**src/rtl/peripheral_wb_pkg.sv**
```systemverilog
// Shared types and constants for the Wishbone UART transmit path.
package peripheral_wb_pkg;

   // Serializer FSM encoding, visible to the LSR/IIR logic through tstate.
   typedef enum logic [2:0] {
      TxIdle   = 3'd0,
      TxPop    = 3'd1,
      TxStart  = 3'd2,
      TxData   = 3'd3,
      TxParity = 3'd4,
      TxStop   = 3'd5
   } uart_tx_state_t;

   // LCR bit positions (bits [1:0] hold the word length code).
   localparam int unsigned LcrStopBit  = 2;
   localparam int unsigned LcrParEnBit = 3;
   localparam int unsigned LcrEvenBit  = 4;
   localparam int unsigned LcrStickBit = 5;
   localparam int unsigned LcrBreakBit = 6;

   // Enable ticks per bit and per stop period.
   localparam int unsigned BitTicks    = 16;
   localparam int unsigned StopTicks1  = 16;
   localparam int unsigned StopTicks15 = 24;
   localparam int unsigned StopTicks2  = 32;

   // Last tick index of the stop period; 1.5 stop bits only apply to 5-bit words.
   function automatic logic [4:0] stop_last_tick(input logic stop2, input logic wlen5);
      if (!stop2) return 5'(StopTicks1 - 1);
      if (wlen5) return 5'(StopTicks15 - 1);
      return 5'(StopTicks2 - 1);
   endfunction

endpackage

```
**src/rtl/peripheral_raminfr_wb.sv**
```systemverilog
// Inferred dual-port RAM: synchronous write, asynchronous read.
module peripheral_raminfr_wb #(
   parameter int unsigned ADDR_W = 4,
   parameter int unsigned DATA_W = 8,
   parameter int unsigned DEPTH  = 16
) (
   input  logic              i_clk,
   input  logic              i_we,
   input  logic [ADDR_W-1:0] i_waddr,
   input  logic [DATA_W-1:0] i_wdata,
   input  logic [ADDR_W-1:0] i_raddr,
   output logic [DATA_W-1:0] o_rdata
);

   logic [DATA_W-1:0] r_mem [DEPTH];

   // Storage write port.
   always_ff @(posedge i_clk) begin
      if (i_we) r_mem[i_waddr] <= i_wdata;
   end

   assign o_rdata = r_mem[i_raddr];

endmodule

```
**src/rtl/peripheral_uart_tfifo_wb.sv**
```systemverilog
// TX FIFO: owns pointers, occupancy count and the sticky overrun flag.
module peripheral_uart_tfifo_wb #(
   parameter int unsigned FIFO_WIDTH     = 8,
   parameter int unsigned FIFO_DEPTH     = 16,
   parameter int unsigned FIFO_POINTER_W = 4,
   parameter int unsigned FIFO_COUNTER_W = 5
) (
   input  logic                      i_clk,
   input  logic                      i_rst_n,
   input  logic                      i_push,
   input  logic                      i_pop,
   input  logic                      i_clear,
   input  logic [FIFO_WIDTH-1:0]     i_data,
   output logic [FIFO_WIDTH-1:0]     o_data,
   output logic [FIFO_COUNTER_W-1:0] o_count,
   output logic                      o_overrun
);

   logic [FIFO_POINTER_W-1:0] r_top, r_bottom;
   logic [FIFO_COUNTER_W-1:0] r_count;
   logic                      r_overrun;
   logic                      w_full, w_empty, w_do_pop, w_do_push;

   assign w_full    = (r_count == FIFO_COUNTER_W'(FIFO_DEPTH));
   assign w_empty   = (r_count == '0);
   assign w_do_pop  = i_pop && !w_empty;
   // A pop in the same cycle frees a slot, so a push into a full FIFO is accepted.
   assign w_do_push = i_push && (!w_full || w_do_pop);

   peripheral_raminfr_wb #(
      .ADDR_W (FIFO_POINTER_W),
      .DATA_W (FIFO_WIDTH),
      .DEPTH  (FIFO_DEPTH)
   ) u_ram (
      .i_clk   (i_clk),
      .i_we    (w_do_push && !i_clear),
      .i_waddr (r_top),
      .i_wdata (i_data),
      .i_raddr (r_bottom),
      .o_rdata (o_data)
   );

   // Pointer, count and overrun bookkeeping; clear wins over push/pop.
   always_ff @(posedge i_clk or negedge i_rst_n) begin
      if (!i_rst_n) begin
         r_top     <= '0;
         r_bottom  <= '0;
         r_count   <= '0;
         r_overrun <= 1'b0;
      end else if (i_clear) begin
         r_top     <= '0;
         r_bottom  <= '0;
         r_count   <= '0;
         r_overrun <= 1'b0;
      end else begin
         if (w_do_push) r_top <= r_top + FIFO_POINTER_W'(1);
         if (w_do_pop) r_bottom <= r_bottom + FIFO_POINTER_W'(1);
         if (w_do_push && !w_do_pop) r_count <= r_count + FIFO_COUNTER_W'(1);
         else if (!w_do_push && w_do_pop) r_count <= r_count - FIFO_COUNTER_W'(1);
         if (i_push && !w_do_push) r_overrun <= 1'b1;
      end
   end

   assign o_count   = r_count;
   assign o_overrun = r_overrun;

endmodule

```
**src/rtl/peripheral_uart_transmitter_wb.sv**
```systemverilog
// UART transmit path: TX FIFO plus the serializer FSM driving stx_pad_o.
module peripheral_uart_transmitter_wb
   import peripheral_wb_pkg::*;
#(
   parameter int unsigned FIFO_WIDTH     = 8,
   parameter int unsigned FIFO_DEPTH     = 16,
   parameter int unsigned FIFO_POINTER_W = 4,
   parameter int unsigned FIFO_COUNTER_W = 5
) (
   input  logic                      clk,
   input  logic                      wb_rst_ni,
   input  logic [7:0]                lcr,
   input  logic                      enable,
   input  logic                      tx_push,
   input  logic [FIFO_WIDTH-1:0]     tx_data,
   input  logic                      tx_fifo_reset,
   output logic                      stx_pad_o,
   output logic [2:0]                tstate,
   output logic [FIFO_COUNTER_W-1:0] tf_count,
   output logic                      tf_overrun,
   output logic                      tx_busy
);

   localparam logic [4:0] BitLast = 5'(BitTicks - 1);

   uart_tx_state_t        r_state, w_state_next;
   logic [4:0]            r_tick, w_tick_next;
   logic [7:0]            r_shift, w_shift_next;
   logic [3:0]            r_bits, w_bits_next;
   logic                  r_par_en, r_parity, r_wlen5;
   logic                  w_pop, w_fifo_empty, w_par_bit, w_line, w_unused;
   logic [FIFO_WIDTH-1:0] w_fifo_head;
   logic [7:0]            w_masked;
   logic [4:0]            w_stop_last;

   assign w_unused = lcr[7];

   peripheral_uart_tfifo_wb #(
      .FIFO_WIDTH     (FIFO_WIDTH),
      .FIFO_DEPTH     (FIFO_DEPTH),
      .FIFO_POINTER_W (FIFO_POINTER_W),
      .FIFO_COUNTER_W (FIFO_COUNTER_W)
   ) u_tfifo (
      .i_clk     (clk),
      .i_rst_n   (wb_rst_ni),
      .i_push    (tx_push),
      .i_pop     (w_pop),
      .i_clear   (tx_fifo_reset),
      .i_data    (tx_data),
      .o_data    (w_fifo_head),
      .o_count   (tf_count),
      .o_overrun (tf_overrun)
   );

   assign w_fifo_empty = (tf_count == '0);
   // Drop bits above the configured word length before computing parity.
   assign w_masked     = w_fifo_head & (8'hFF >> (2'd3 - lcr[1:0]));
   assign w_par_bit    = lcr[LcrStickBit] ? ~lcr[LcrEvenBit]
                       : (lcr[LcrEvenBit] ? ^w_masked : ~^w_masked);
   assign w_stop_last  = stop_last_tick(lcr[LcrStopBit], r_wlen5);

   // Next-state logic; the whole FSM only moves on a baud enable tick.
   always_comb begin
      w_state_next = r_state;
      w_tick_next  = r_tick;
      w_shift_next = r_shift;
      w_bits_next  = r_bits;
      w_pop        = 1'b0;
      if (enable) begin
         w_tick_next = r_tick + 5'd1;
         unique case (r_state)
            TxIdle: begin
               w_tick_next = '0;
               if (!w_fifo_empty) w_state_next = TxPop;
            end
            TxPop: begin
               w_tick_next = '0;
               // FIFO may have been cleared since STOP decided to come here.
               if (w_fifo_empty) begin
                  w_state_next = TxIdle;
               end else begin
                  w_pop        = 1'b1;
                  w_shift_next = w_fifo_head;
                  w_bits_next  = 4'd5 + {2'b00, lcr[1:0]};
                  w_state_next = TxStart;
               end
            end
            TxStart: begin
               if (r_tick == BitLast) begin
                  w_tick_next  = '0;
                  w_state_next = TxData;
               end
            end
            TxData: begin
               if (r_tick == BitLast) begin
                  w_tick_next = '0;
                  if (r_bits == 4'd1) begin
                     w_state_next = r_par_en ? TxParity : TxStop;
                  end else begin
                     w_shift_next = {1'b0, r_shift[7:1]};
                     w_bits_next  = r_bits - 4'd1;
                  end
               end
            end
            TxParity: begin
               if (r_tick == BitLast) begin
                  w_tick_next  = '0;
                  w_state_next = TxStop;
               end
            end
            TxStop: begin
               if (r_tick == w_stop_last) begin
                  w_tick_next  = '0;
                  w_state_next = w_fifo_empty ? TxIdle : TxPop;
               end
            end
            default: begin
               w_tick_next  = '0;
               w_state_next = TxIdle;
            end
         endcase
      end
   end

   // FSM, tick counter and shift register state.
   always_ff @(posedge clk or negedge wb_rst_ni) begin
      if (!wb_rst_ni) begin
         r_state <= TxIdle;
         r_tick  <= '0;
         r_shift <= '0;
         r_bits  <= '0;
      end else begin
         r_state <= w_state_next;
         r_tick  <= w_tick_next;
         r_shift <= w_shift_next;
         r_bits  <= w_bits_next;
      end
   end

   // Per-frame snapshot of parity and word-length settings taken at POP.
   always_ff @(posedge clk or negedge wb_rst_ni) begin
      if (!wb_rst_ni) begin
         r_par_en <= 1'b0;
         r_parity <= 1'b0;
         r_wlen5  <= 1'b0;
      end else if (w_pop) begin
         r_par_en <= lcr[LcrParEnBit];
         r_parity <= w_par_bit;
         r_wlen5  <= (lcr[1:0] == 2'b00);
      end
   end

   // Serial line level for the current state.
   always_comb begin
      w_line = 1'b1;
      unique case (r_state)
         TxStart:  w_line = 1'b0;
         TxData:   w_line = r_shift[0];
         TxParity: w_line = r_parity;
         default:  w_line = 1'b1;
      endcase
   end

   assign stx_pad_o = lcr[LcrBreakBit] ? 1'b0 : w_line;
   assign tstate    = r_state;
   assign tx_busy   = (r_state != TxIdle);

endmodule

```
**config.mk**
```make
export PLATFORM = sky130hd
export DESIGN_NAME = peripheral_uart_transmitter_wb
export DESIGN_NICKNAME = d
export VERILOG_FILES = /design/src/rtl/peripheral_wb_pkg.sv /design/src/rtl/peripheral_raminfr_wb.sv /design/src/rtl/peripheral_uart_tfifo_wb.sv /design/src/rtl/peripheral_uart_transmitter_wb.sv
export SDC_FILE = /design/constraint.sdc
export NUM_CORES = 1
export LEC_CHECK = 0
export BUFFER_PORTS_ARGS = -buffer_cell sky130_fd_sc_hd__buf_2
export CAP_MARGIN = 15
export CORE_ASPECT_RATIO = 0.9
export CORE_MARGIN = 10
export CORE_UTILIZATION = 55
export CTS_CLUSTER_SIZE = 12
export DETAILED_ROUTE_END_ITERATION = 12
export PLACE_DENSITY = 0.79
export SLEW_MARGIN = 20
export SYNTH_ARGS = -nofsm -noshare
export SYNTH_HDL_FRONTEND = slang
export SYNTH_SLANG_ARGS = --single-unit
```
**constraint.sdc**
```tcl
create_clock -name clk -period 2.75 [get_ports clk]
set_input_delay 0.275 -clock clk [delete_from_list [all_inputs] [get_ports clk]]
set_output_delay 0.275 -clock clk [all_outputs]
set_load 0.02 [all_outputs]
```
==> results.json, run 1 <==
{
  "synth_area_sq_mm": 0.00720,
  "multi_input_area_sq_mm": 0.00228,
  "syn_inst": 471,
  "synth_nets": 509,
  "netlist-cell-type-count": 51,
  "rsz0062_at_grt": "no",
  "synth_warnings": 0,
  "min_path_type": "primary input to flop",
  "cts_made_buffers": 17,
  "worst_setup_path_end_kind": "flop",
  "cts_root_buf": "clkbuf_16",
  "wire_per_inst_um": 19.8,
  "grt_start_max_net_pins": 38,
  "finalSetupViolCount": 0,
  "nNetsFinal": 578,
  "dr.first_iter.drc_count": 351,
  "die_area_sq_mm": 0.0181,
  "syn-mean-instance-area_sq_um": 15.3,
  "required_ps": 3060,
  "max_clock_freq_mhz": 379,
  "crit_top_cell": "xnor2_1",
  "critical_path.top_delay_family": "multiplexers",
  "port_buffers": 30,
  "finClkSkew_ps": 12.6,
  "synth_async_sr_flop_share": 0.224,
  "clockBufferDepth": 2,
  "start_util": 0.565,
  "worst_pin_slew_ps": 843,
  "ys.flop_type": "edfxtp_1",
  "layout_common_cells": "edfxtp_1 (128), nand2_1 (43), nor2_1 (41)",
  "outcome": "finished clean",
  "rows": 39,
  "total_power_mw": 7.21,
  "dp_hpwl_mm": 9.34,
  "dr.pass1.iters": 4,
  "ant_nets": 0,
  "area_growth_pct": 16.4,
  "fin_area_sq_mm": 0.00838,
  "worst_ep_arrival_time_ps": 2950,
  "cpPeakStageDelay_ps": 520,
  "dr_total_vias": 4120,
  "p_leak_nw": 3.07,
  "clk_latency_ps": 430,
  "chipHeight_um": 129,
  "hold_violations": 0,
  "vias_per_cell": 5.75,
  "postPlaceCellArea_sq_mm": 0.00775,
  "max-vdd-ir-drop_uv": 586,
  "fill_cells": 837,
  "cp_max_fo": 23,
  "path_buf_inv": 1,
  "core_sq_mm": 0.0127,
  "grt_pass1_vias": 4227,
  "yosysSeqAreaShare": 0.662,
  "clkTransAtPathRegs_ps": 60,
  "crit_chain": "buf_12 > mux4_2 > mux2i_1 > a2bb2oi_2 > xnor2_1 > xnor2_1 > xnor2_1 > mux2_1",
  "critPathKind": "flop to flop",
  "diodes": 0,
  "cts_tree": "built",
  "synth_edf_count": 128,
  "start_kind": "flop",
  "h-tree-depth": 4,
  "cts.sinks": 165,
  "final_common_cell": "edfxtp_1",
  "wl_mm": 14.2,
  "fin_crit_ps": 2640,
  "slowest_stage": "mux4_2",
  "maxCapViolCount": 0,
  "final-max-slew-violation-count": 0,
  "slew_headroom": 0.438,
  "grt_usage": 0.165,
  "antenna_found_initial": 0,
  "drive_gt1_frac": 0.264,
  "grt_remaining_overflow": 0,
  "grt_pass1_wl_mm": 22.9,
  "fin_crit_sh": 0.960,
  "io_pins": 32,
  "drc": 0,
  "register_area_sq_mm": 0.00477,
  "power.density_mw_per_mm2": 860,
  "ys_seq_elements": 165,
  "dieWidth_um": 141,
  "gp_congestion": 0.801
}
## timing repair
action | 4_1_cts | 5_1_grt
gates resized for setup | 0 | 9
pin swaps | 0 | 1
hold endpoints to repair | 37 | 0
endpoints found under the setup margin | 1 | 2
buffers inserted | 2 | 3
hold buffers | 1 | 0
## cell usage after synthesis, drive strengths merged (2+ instances only)
cell | number | area (sq um)
and2 | 2 | 12.5
edfxtp | 128 | 3840
or3 | 2 | 12.5
o21ai | 20 | 100
nand2b | 7 | 43.8
nand4 | 3 | 18.8
nand3 | 4 | 20.0
nor2 | 41 | 154
mux2 | 6 | 67.6
mux4 | 33 | 754
o22ai | 2 | 12.5
a22oi | 11 | 82.6
xor2 | 6 | 52.6
a21o | 3 | 22.5
clkbuf | 12 | 45.0
nor2b | 5 | 31.3
mux2i | 11 | 110
buf | 10 | 70.1
xnor2 | 13 | 114
nor3 | 6 | 30.0
dfrtp | 37 | 926
ha | 16 | 200
inv | 13 | 48.8
a21oi | 14 | 70.1
nand2 | 44 | 165
o21a | 3 | 22.5
## cell families (layout without fill, tap and decap cells)
family,Yosys count,after routing,share of synthesized area
compound gates,65,65,0.0575
xor+xnor,19,19,0.0231
fa+ha+maj,17,17,0.0306
buf+inv,35,116,0.0228
flops,165,165,0.662
mux,50,50,0.129
simple gates,120,120,0.0740
## tightest hold or removal path, delay by kind of cell
family,cells,cell delay (ps)
buffers and inverters,1,80
and+or+nand+nor,2,90
## power breakdown
| group | total [mW] | switching, mW | leakage, nW | internal [mW] |
|---|---|---|---|---|
| clock network | 2.23 | 0.971 | 0.259 | 1.25 |
| registers | 3.07 | 0.170 | 1.63 | 2.90 |
| logic | 1.91 | 1.00 | 1.19 | 0.910 |
## stage by stage
| stage | setup slack [ps] | setup TNS (ps) | hold slack [ps] | std cells | utilization |
|---|---|---|---|---|---|
| global placement | 29.6 | 0 | 423 | 679 | 0.608 |
| CTS | 10.5 | 0 | 43.4 | 713 | 0.655 |
| global route | 9.14 | 0 | 58.0 | 716 | 0.658 |
| floorplan | 59.0 | 0 | -20.6 | 471 | - |
| finish | 109 | 0 | 49.8 | 716 | 0.658 |
| detailed placement | -1.98 | -1.98 | 430 | 679 | 0.608 |
## state kept, by name, indices dropped and copies added (netlist names)
signal,flops
u_tfifo.o_overrun,1
r_par_en,1
tstate,3
u_tfifo.r_top,4
r_parity,1
r_bits,4
r_wlen5,1
u_tfifo.o_count,5
u_tfifo.r_bottom,4
r_shift,8
u_tfifo.u_ram.r_mem,128
r_tick,5
## layout make-up
cell class | count | share of cell area
clock buffer | 19 | 0.0517
clock inverter | 12 | 0.0143
inverter | 13 | 0.00582
multi-input combinational | 271 | 0.272
sequential | 165 | 0.569
tap | 164 | 0.0245
timing repair buffer | 72 | 0.0618
## per-layer routing
metal  share of wire  track usage  up-vias
li1                -            -     1911
met1            0.42        0.202     2079
met2            0.50        0.270      107
met3           0.061       0.0489       23
met4           0.017       0.0704        0
met5               0            0        -
## path summary, 6_finish.rpt
check / endpoint / from / depth (start not counted) / slack, ps
min in group asynchronous: r_tick[4]$_DFFE_PN0P_ / wb_rst_ni / 2 / 490
max in group asynchronous: u_tfifo.o_count[1]$_DFFE_PN0P_ / wb_rst_ni / 2 / 1670
max: r_parity$_DFFE_PN0N_ / u_tfifo.r_bottom[1]$_DFFE_PN0P_ / 8 / 110
max reg2reg: r_parity$_DFFE_PN0N_ / u_tfifo.r_bottom[1]$_DFFE_PN0P_ / 8 / 110
min: r_par_en$_DFFE_PN0N_ / lcr[3] / 3 / 50
min reg2reg: r_shift[3]$_DFFE_PN0P_ / r_shift[3]$_DFFE_PN0P_ / 2 / 490
Power figures use the tool's default switching activity.
==> run 2, diff against run 1 <==
--- a/config.mk
+++ b/config.mk
@@ -5,7 +5,7 @@
 export SDC_FILE = /design/constraint.sdc
 export NUM_CORES = 1
 export LEC_CHECK = 0
-export BUFFER_PORTS_ARGS = -buffer_cell sky130_fd_sc_hd__buf_2
+export BUFFER_PORTS_ARGS = -buffer_cell sky130_fd_sc_hd__clkbuf_2
 export CAP_MARGIN = 15
 export CORE_ASPECT_RATIO = 0.9
 export CORE_MARGIN = 10
==> run 2 against run 1 <==
The flow now finishes with violations (hold timing). Via count increased by 0.19%. Total power rose by 0.68%. Hold slack got worse by 66 ps. Count of clock-buffer cells in the layout decreased by 2. Critical path type unchanged. Critical endpoint unchanged. Largest power group unchanged. Highest routed layer unchanged.
==> results.json, run 2 (synthesized netlist as in run 1, its figures left out) <==
{
  "outcome": "finished, violations left",
  "violations": "hold timing",
  "h-tree-depth": 4,
  "die_area_sq_mm": 0.0181,
  "gp_congestion": 0.817,
  "regToRegSetupSlack_ps": 120,
  "fin_crit_ps": 2630,
  "cts.sinks": 165,
  "largest_reg_flops": 128,
  "port_buffers": 30,
  "max-vdd-ir-drop_uv": 724,
  "dieWidth_um": 141,
  "fin_area_sq_mm": 0.00843,
  "crit_start": "u_tfifo.r_bottom[0]$_DFFE_PN0P_",
  "final_core_util": 0.662,
  "postPlaceCellArea_sq_mm": 0.00776,
  "start_kind": "flop",
  "cp_max_fo": 7,
  "grt_pass1_wl_mm": 22.9,
  "r2r_start": "u_tfifo.r_bottom[0]$_DFFE_PN0P_",
  "finClkSkew_ps": 13.5,
  "wire_per_inst_um": 19.9,
  "antenna_found_initial": 0,
  "critPathKind": "flop to flop",
  "core_sq_mm": 0.0127,
  "start_util": 0.565,
  "pwr-share-clk": 0.317,
  "clk_latency_ps": 420,
  "seqPwrFrac": 0.423,
  "cts_made_buffers": 17,
  "min_path_type": "primary input to async pin",
  "vias_per_cell": 5.77,
  "cts_root_buf": "clkbuf_16",
  "grt_start_max_net_pins": 38,
  "combPwrFrac": 0.260,
  "max_clock_freq_mhz": 380,
  "dr.pass1.iters": 5,
  "rows": 39,
  "worst_pin_slew_ps": 951,
  "dp_hpwl_mm": 9.50,
  "diodes": 0,
  "reg_top3": "u_tfifo.u_ram.r_mem: 128 flops, r_shift: 8 flops",
  "dr.first_iter.drc_count": 342,
  "nNetsFinal": 577,
  "finalSetupViolCount": 0,
  "p_leak_nw": 3.10,
  "io_pins": 32,
  "r2r_cells": 8,
  "area_growth_pct": 17.1,
  "internal-power_mw": 5.14,
  "grt_remaining_overflow": 0,
  "grt_pass1_vias": 4221,
  "maxCapViolCount": 0,
  "rsz0062_at_grt": "no",
  "r2r-end": "r_parity$_DFFE_PN0N_",
  "required_ps": 3060,
  "drc": 0,
  "drive_gt1_frac": 0.270,
  "dr_total_vias": 4128,
  "p_sw_mw": 2.12,
  "regMostFlops": "u_tfifo.u_ram.r_mem",
  "ant_nets": 0,
  "hold_violations": 27,
  "final-max-slew-violation-count": 0,
  "layout_common_cells": "edfxtp_1 (128), nand2_1 (42), nor2_1 (41)",
  "clockBufferDepth": 2,
  "slew_headroom": 0.366,
  "final_common_cell": "edfxtp_1",
  "cp-endpoint": "r_parity$_DFFE_PN0N_",
  "sw_frac_of_total": 0.292,
  "holdWs_ps": -15.8,
  "wl_mm": 14.2,
  "clkTransAtPathRegs_ps": 60,
  "worst_ep_arrival_time_ps": 2940,
  "chipHeight_um": 129,
  "power.density_mw_per_mm2": 861,
  "cts_tree": "built",
  "worst_setup_path_end_kind": "flop",
  "fin_crit_sh": 0.956,
  "grt_usage": 0.162
}
-- run 2: repair_timing --
item                                    in CTS  in global routing
pin swaps                                    0                  2
gates cloned                                 0                  0
setup buffers                                2                  2
hold buffers                                 0                  0
gates resized for setup                      1                 11
endpoints found under the setup margin       2                  2
-- run 2: worst min-delay path by stage --
stage	endpoint	slack, ps
final	r_tick[4]$_DFFE_PN0P_	-20
after floorplan	r_bits[0]$_DFFE_PN0P_	-20
after global routing	r_par_en$_DFFE_PN0N_	50
after detailed placement	r_tick[2]$_DFFE_PN0P_	470
after global placement	r_tick[4]$_DFFE_PN0P_	460
after CTS	r_tick[2]$_DFFE_PN0P_	20
-- run 2: area by class of cell --
type                       instances  area, sq um
clock buffer                      17          425
clock inverter                    15          151
fill                             825         4310
inverter                          13         48.8
multi-input combinational        271         2320
sequential                       165         4770
tap                              164          205
timing repair buffer              71          508
-- run 2: stage by stage --
step                      setup TNS [ps]  total power [mW]  setup slack, ps  instances  hold WS [ps]
after floorplan                        0              4.39             59.0        471         -20.6
after global placement                 0              4.83             39.3        680           456
after detailed placement           -40.8              4.92            -27.4        680           469
after CTS                              0              7.25             5.48        714          16.2
after global routing                   0              7.64             4.61        716          51.3
final                                  0              7.26              121        716         -15.8
-- run 2: critical path, cell delays in order, from the launching register on --
cell and delay [ps]:
dfrtp_2 390, buf_12 140, mux4_1 550, mux4_2 540, nand2_2 110, xor2_2 140, xnor2_1 140, xnor2_1 150
mux2_1 340
-- run 2: metal layers --
metal / part of all wire / vias up / GRT usage
met2: 0.51 / 113 / 0.268
met4: 0.0069 / 0 / 0.0455
met5: 0 / - / 0
met3: 0.064 / 8 / 0.0504
met1: 0.42 / 2084 / 0.204
li1: - / 1923 / -
-- run 2: power groups by stage --
stage	Clock [mW]	Combinational, mW	Sequential [mW]
floorplan	0	1.25	3.14
global placement	0	1.73	3.10
detailed placement	0	1.80	3.12
CTS	2.34	1.83	3.07
global route	2.44	2.10	3.09
finish	2.30	1.89	3.07
